## src/rtl/tx_req_responder_trico.sv

```systemverilog
// Responder end of the trico TX scheduler request/status protocol: snoops doorbells
// into per-queue count/length tables and answers each request after a fixed delay.
module tx_req_responder_trico #(
  parameter int unsigned QUEUE_INDEX_WIDTH  = 6,
  parameter int unsigned REQ_TAG_WIDTH      = 8,
  parameter int unsigned AXIS_TX_DEST_WIDTH = 5,
  parameter int unsigned LEN_WIDTH          = 16,
  parameter int unsigned PACKET_WIDTH       = 7,
  parameter int unsigned LEN_SHIFT          = 6,
  parameter int unsigned COUNT_WIDTH        = 8,
  parameter int unsigned RESP_DELAY         = 4
) (
  input  logic                          clk,
  input  logic                          rst,
  input  logic [QUEUE_INDEX_WIDTH-1:0]  s_axis_tx_req_queue,
  input  logic [REQ_TAG_WIDTH-1:0]      s_axis_tx_req_tag,
  input  logic [AXIS_TX_DEST_WIDTH-1:0] s_axis_tx_req_dest,
  input  logic                          s_axis_tx_req_valid,
  output logic                          s_axis_tx_req_ready,
  input  logic [QUEUE_INDEX_WIDTH-1:0]  s_axis_doorbell_queue,
  input  logic [PACKET_WIDTH-1:0]       s_axis_doorbell_pkt_length,
  input  logic                          s_axis_doorbell_valid,
  output logic [LEN_WIDTH-1:0]          m_axis_tx_req_status_len,
  output logic [REQ_TAG_WIDTH-1:0]      m_axis_tx_req_status_tag,
  output logic                          m_axis_tx_req_status_valid,
  input  logic                          enable,
  output logic [31:0]                   stat_req_count,
  output logic [31:0]                   stat_empty_count,
  output logic                          overflow,
  output logic                          busy
);

  localparam int unsigned DEPTH  = 2 ** QUEUE_INDEX_WIDTH;
  localparam int unsigned WIDE_W = LEN_WIDTH + PACKET_WIDTH + LEN_SHIFT;

  typedef enum logic {ST_INIT, ST_RUN} state_t;

  state_t                         state, state_next;
  logic [QUEUE_INDEX_WIDTH-1:0]   init_addr;
  logic [COUNT_WIDTH-1:0]         count_mem [DEPTH];
  logic [PACKET_WIDTH-1:0]        len_mem   [DEPTH];

  logic                           accept, db_hit, same_q, req_has_pkt, db_sat;
  logic [COUNT_WIDTH-1:0]         req_cnt, db_cnt;
  logic [PACKET_WIDTH-1:0]        req_len, pkt_units;
  logic [WIDE_W-1:0]              len_wide;
  logic [LEN_WIDTH-1:0]           resp_len;

  logic [RESP_DELAY-1:0]          dl_valid;
  logic [LEN_WIDTH-1:0]           dl_len [RESP_DELAY];
  logic [REQ_TAG_WIDTH-1:0]       dl_tag [RESP_DELAY];

  logic                           unused_dest;
  assign unused_dest = ^s_axis_tx_req_dest;

  always_ff @(posedge clk) begin
    if (rst) state <= ST_INIT;
    else     state <= state_next;
  end

  always_comb begin
    state_next = state;
    case (state)
      ST_INIT: if (init_addr == '1) state_next = ST_RUN;
      ST_RUN:  state_next = ST_RUN;
      default: state_next = ST_INIT;
    endcase
  end

  always_ff @(posedge clk) begin
    if (rst || state != ST_INIT) init_addr <= '0;
    else                         init_addr <= init_addr + 1'b1;
  end

  assign s_axis_tx_req_ready = (state == ST_RUN) && enable;
  assign accept  = s_axis_tx_req_valid && s_axis_tx_req_ready;
  assign db_hit  = s_axis_doorbell_valid && (state == ST_RUN);
  assign same_q  = accept && db_hit && (s_axis_tx_req_queue == s_axis_doorbell_queue);

  assign req_cnt     = count_mem[s_axis_tx_req_queue];
  assign req_len     = len_mem[s_axis_tx_req_queue];
  assign db_cnt      = count_mem[s_axis_doorbell_queue];
  assign req_has_pkt = (req_cnt != '0);
  assign db_sat      = (db_cnt == '1);
  assign pkt_units   = (req_len == '0) ? PACKET_WIDTH'(1) : req_len;
  assign len_wide    = WIDE_W'(pkt_units) << LEN_SHIFT;
  assign resp_len    = req_has_pkt ? len_wide[LEN_WIDTH-1:0] : '0;

  // Same-queue request+doorbell is merged into one write; being last, it overrides the decrement.
  always_ff @(posedge clk) begin
    if (state == ST_INIT) begin
      count_mem[init_addr] <= '0;
      len_mem[init_addr]   <= '0;
    end else begin
      if (accept && req_has_pkt)
        count_mem[s_axis_tx_req_queue] <= req_cnt - COUNT_WIDTH'(1);
      if (db_hit) begin
        len_mem[s_axis_doorbell_queue] <= s_axis_doorbell_pkt_length;
        if (same_q)
          count_mem[s_axis_doorbell_queue] <= req_has_pkt ? req_cnt : req_cnt + COUNT_WIDTH'(1);
        else if (!db_sat)
          count_mem[s_axis_doorbell_queue] <= db_cnt + COUNT_WIDTH'(1);
      end
    end
  end

  always_ff @(posedge clk) begin
    if (rst) begin
      overflow         <= 1'b0;
      stat_req_count   <= '0;
      stat_empty_count <= '0;
    end else begin
      if (db_hit && db_sat && !same_q) overflow <= 1'b1;
      if (accept) stat_req_count <= stat_req_count + 32'd1;
      if (accept && !req_has_pkt) stat_empty_count <= stat_empty_count + 32'd1;
    end
  end

  always_ff @(posedge clk) begin
    if (rst) begin
      dl_valid <= '0;
      for (int unsigned i = 0; i < RESP_DELAY; i++) begin
        dl_len[i] <= '0;
        dl_tag[i] <= '0;
      end
    end else begin
      dl_valid[0] <= accept;
      dl_len[0]   <= accept ? resp_len : '0;
      dl_tag[0]   <= accept ? s_axis_tx_req_tag : '0;
      for (int unsigned i = 1; i < RESP_DELAY; i++) begin
        dl_valid[i] <= dl_valid[i-1];
        dl_len[i]   <= dl_len[i-1];
        dl_tag[i]   <= dl_tag[i-1];
      end
    end
  end

  assign m_axis_tx_req_status_valid = dl_valid[RESP_DELAY-1];
  assign m_axis_tx_req_status_len   = dl_len[RESP_DELAY-1];
  assign m_axis_tx_req_status_tag   = dl_tag[RESP_DELAY-1];
  assign busy = (state == ST_INIT) || (|dl_valid);

endmodule
```

## config.mk

```make
export PLATFORM = sky130hd
export DESIGN_NAME = tx_req_responder_trico
export DESIGN_NICKNAME = d
export VERILOG_FILES = /design/src/rtl/tx_req_responder_trico.sv
export SDC_FILE = /design/constraint.sdc
export NUM_CORES = 2
export LEC_CHECK = 0
export BUFFER_PORTS_ARGS = -buffer_cell sky130_fd_sc_hd__buf_2
export CELL_PAD_IN_SITES_DETAIL_PLACEMENT = 0
export CELL_PAD_IN_SITES_GLOBAL_PLACEMENT = 2
export CORE_UTILIZATION = 50
export CTS_BUF_LIST = sky130_fd_sc_hd__clkbuf_2 sky130_fd_sc_hd__clkbuf_4 sky130_fd_sc_hd__clkbuf_8
export DETAILED_ROUTE_END_ITERATION = 6
export HOLD_SLACK_MARGIN = 0.12
export PLACE_DENSITY_LB_ADDON = 0.1
export SLEW_MARGIN = 25
export SYNTH_ARGS = -nofsm -noshare
export SYNTH_HDL_FRONTEND = slang
export SYNTH_SLANG_ARGS = --single-unit
export TNS_END_PERCENT = 50
```

## constraint.sdc

```tcl
create_clock -name clk -period 9.23 [get_ports clk]
set_input_delay 0.4615 -clock clk [delete_from_list [all_inputs] [get_ports clk]]
set_output_delay 0.4615 -clock clk [all_outputs]
set_load 0.005 [all_outputs]
```

==> impl_results.md <==
* DRT Pass-1 Iters at 6
* CP most frequent cell: buf_4
* Hold Startpoint: enable
* Place WS at 2330 ps
* Vias at 37300
* Vias/cell at 6.99
* Sequential fraction of the synthesis area at about 60%
* Psw at 2.63 mW
* Asr flop ratio synth at 0%
* Nets at 3826
* Max-slew violations at 0
* Setup TNS Final at 0 ps
* Crit path cell chain: buf_4, buf_12, nor2_2, buf_4, a221o_1, a21oi_1, o22ai_1, nor4_2, inv_1, ha_1, nor3b_1, a21boi_2, nor2_1, a21oi_4, buf_4, mux2i_1
* Syn avg cell area at between 10 and 15 µm²
* Die Area at 109000 µm²
* RSZ-0062 raised after global routing: false
* Share of layout cells above drive strength 1 at 25.6%
* Syn Inst Count at 3660
* Sw frac at 25.4%
* P_leak at 22.9 nW
* Placed Cells at 4989
* Die span in x at roughly 330 µm
* Most frequent cells in the layout: edfxtp_1 (960), mux2i_1 (535), mux4_2 (302)
* Worst reg-to-reg path cell count at 14
* Max stage delay cell, worst path: a21oi_4
* Design Power at 10.4 mW
* Starting density of the core at between 50% and 60%
* Longest Clk Path Bufs at 3
* Clk sink count at 1096
* Critical path class: in -> reg
* Vias in the first global route at 36000
* Run status: finished clean
* Arrival time worst endpoint at 6900 ps
* Non-Filler Instances at about 5300
* Global route total overflow at 0
* Final Critical Period at 6310 ps
* Placement Rows at 120
* Hold depth at 5
* Peak VDD IR at between 0.00015 and 0.0002 V
* H-Tree Depth at 4
* Ports at roughly 130
* Commonest non-fill, non-tap cell in the layout: edfxtp_1
* Synth-to-layout area growth at 11.2%
* FF+latch count, synth at 1096
* Required time at the worst-slack endpoint at 9820 ps
* Post-CTS setup buffers at 0
* Max Cap Viol at 0
* Logic pwr share at under 10%
* Initial antenna violation count at 18
* Period utilisation layout at between 60% and 70%
* Root buf cell: clkbuf_8
* Per-cell routed wire length at 36.0 µm
* Worst hold path class: in -> reg
* Int Pwr at 7.73 mW
* R2R Setup Slk at between 3000 and 4000 ps
* Endpoint, Worst Hold: stat_req_count[1]$_SDFFE_PP0P_
* CTS Buf Count at 184
* Clock power share at 41.0%
* Worst-Skew Late Latency at 930 ps
* GRT Total Usage at 34.9%
* Final WS setup at 2920 ps
* Predominant post-synthesis flop cell: edfxtp_1
* Core box area at 107000 µm²
* Post-DP HPWL at 126000 µm
* Pin count of the biggest net entering global routing at 105
* Final Skew at 61.2 ps
* Post-synth EDFFs at 960
* First-pass GRT wire length at 267000 µm
* Reg power frac at 51.7%
* RD Place Congestion at 1.00
* DRT Wirelength at roughly 190000 µm
* Crit path capture type: register
* Fin. Hold Viols at 0
* Remaining antenna violation count after routing at 0
* Synth unique cells at between 80 and 90
* Reg2reg start: count_mem[55][0]$_DFFE_PP_
* Port Buffers at 114
* Reg clk slew, reported paths at around 60 ps
* Hold buffers post-CTS at 10
* Starting DRT DRC Count at 5521
* Relative slew margins at a little under a fifth
* Warnings from Yosys at 0
* Max frequency at between 150 and 200 MHz
* Worst-path fanout max at 37
* Crit start category: input port
* DRC at 0
* Mapped Area at between 50000 and 60000 µm²
* Worst stage delay on the critical path at 910 ps
* Reg2reg end: count_mem[10][6]$_DFFE_PP_
* Core Util, Final at 56.1%
* CTS tree: done
* Tightest Pin Transition at about 1200 ps
* # setup viols final at 0
* # resized after CTS at 0
* Die Span Y at about 330 µm
* P per Cell Area at 173 nW/µm²
-- area by class of cell --
cell class	instances	area, µm²
timing repair buffer	264	1890
inverter	16	61.3
clock inverter	91	568
fill	8613	47000
multi-input combinational	2220	21200
tap	1403	1760
antenna	12	30.0
sequential	1096	31600
clock buffer	237	2970
-- metrics by stage --
stage          cell area (µm²)  hold WS (ps)
4_1_cts                  59900           150
2_1_floorplan            54000           414
3_3_place_gp             56100           415
6_report                 60000           213
5_1_grt                  60000           225
3_5_place_dp             56300           422
-- synth_stat cells (5+ instances only) --
cell type	n	share of area, %
a21oi_1	46	0.43
a221o_1	27	0.50
a221oi_1	77	1.2
a22o_1	15	0.24
a22oi_1	39	0.54
a31oi_1	29	0.34
a32oi_1	5	0.081
and2_1	21	0.24
and3_1	25	0.29
and4_1	8	0.13
buf_1	21	0.15
buf_2	109	1.0
buf_4	24	0.33
buf_6	9	0.19
clkbuf_1	172	1.2
dfxtp_1	136	5.0
edfxtp_1	960	53
ha_1	7	0.16
inv_1	13	0.090
mux2_2	51	1.1
mux2i_1	535	9.9
mux4_2	302	13
nand2_1	155	1.1
nand2b_1	17	0.20
nand3_1	44	0.41
nand3b_1	6	0.083
nand4_1	45	0.52
nor2_1	238	1.7
nor2_2	16	0.19
nor2b_1	82	0.95
nor3_1	22	0.20
nor4_1	8	0.093
o21ai_0	80	0.74
o221ai_1	6	0.097
o22a_1	10	0.16
o22ai_1	83	0.96
o2bb2ai_1	5	0.081
o32ai_1	40	0.65
or2_2	7	0.081
or3_1	15	0.17
xnor2_1	27	0.44
xor2_1	36	0.58
-- how the worst max path moves through the flow --
stage                             startpoint                          to  slack [ps]  cells past startpoint
finish              s_axis_doorbell_queue[0]  count_mem[48][7]$_DFFE_PP_        2920                     16
global route        s_axis_doorbell_queue[0]  count_mem[51][7]$_DFFE_PP_        2900                     16
CTS                 s_axis_doorbell_queue[0]  count_mem[48][7]$_DFFE_PP_        3270                     16
detailed placement  s_axis_doorbell_queue[0]   count_mem[5][0]$_DFFE_PP_        2330                     15
global placement    s_axis_doorbell_queue[0]  count_mem[54][5]$_DFFE_PP_        2240                     12
floorplan             s_axis_tx_req_queue[0]   count_mem[1][0]$_DFFE_PP_        4070                     20
-- logic make-up after synthesis --
group / share of synthesized area (%)
buffers and inverters: 3.01
other: 0.00694
muxes: 23.6
and+or+nand+nor: 6.91
DFF: 58.4
AOI/OAI and AO/OA: 6.83
adders and majority gates: 0.162
xor gates and xnor gates: 1.02
-- power by group through the flow --
stage / Sequential [mW] / Clock (mW) / Combinational (mW)
finish: 5.35 / 4.25 / 0.759
global route: 5.35 / 4.48 / 0.760
CTS: 5.35 / 4.29 / 0.723
detailed placement: 5.45 / 0 / 0.717
global placement: 5.45 / 0 / 0.700
floorplan: 5.45 / 0 / 0.415
-- critical path: cells and delay by family --
family	cells	cell delay, ps
AO/OA/AOI/OAI	5	2930
buffers and inverters	5	1770
AND/OR/NAND/NOR	4	1180
adder cells (fa/ha/maj)	1	280
multiplexers	1	140
-- metal layers --
metal / part of all wire (%) / routed length (µm) / global-route usage (%) / vias up
met4: 4.6 / 8810 / 15.5 / 14
met3: 14 / 26100 / 12.1 / 559
li1: - / - / - / 14900
met5: 0.045 / 87 / 0 / -
met1: 39 / 74900 / 48.3 / 19100
met2: 43 / 82200 / 49.6 / 2724
-- flip-flops by register name, indices dropped and copies added (netlist names) --
name and count:
dl_tag 32, overflow 1, stat_req_count 32, count_mem 512, dl_valid 4, len_mem 448, stat_empty_count 32, init_addr 6
state 1, dl_len 28
Note: power is estimated with default switching activity, not from simulation.
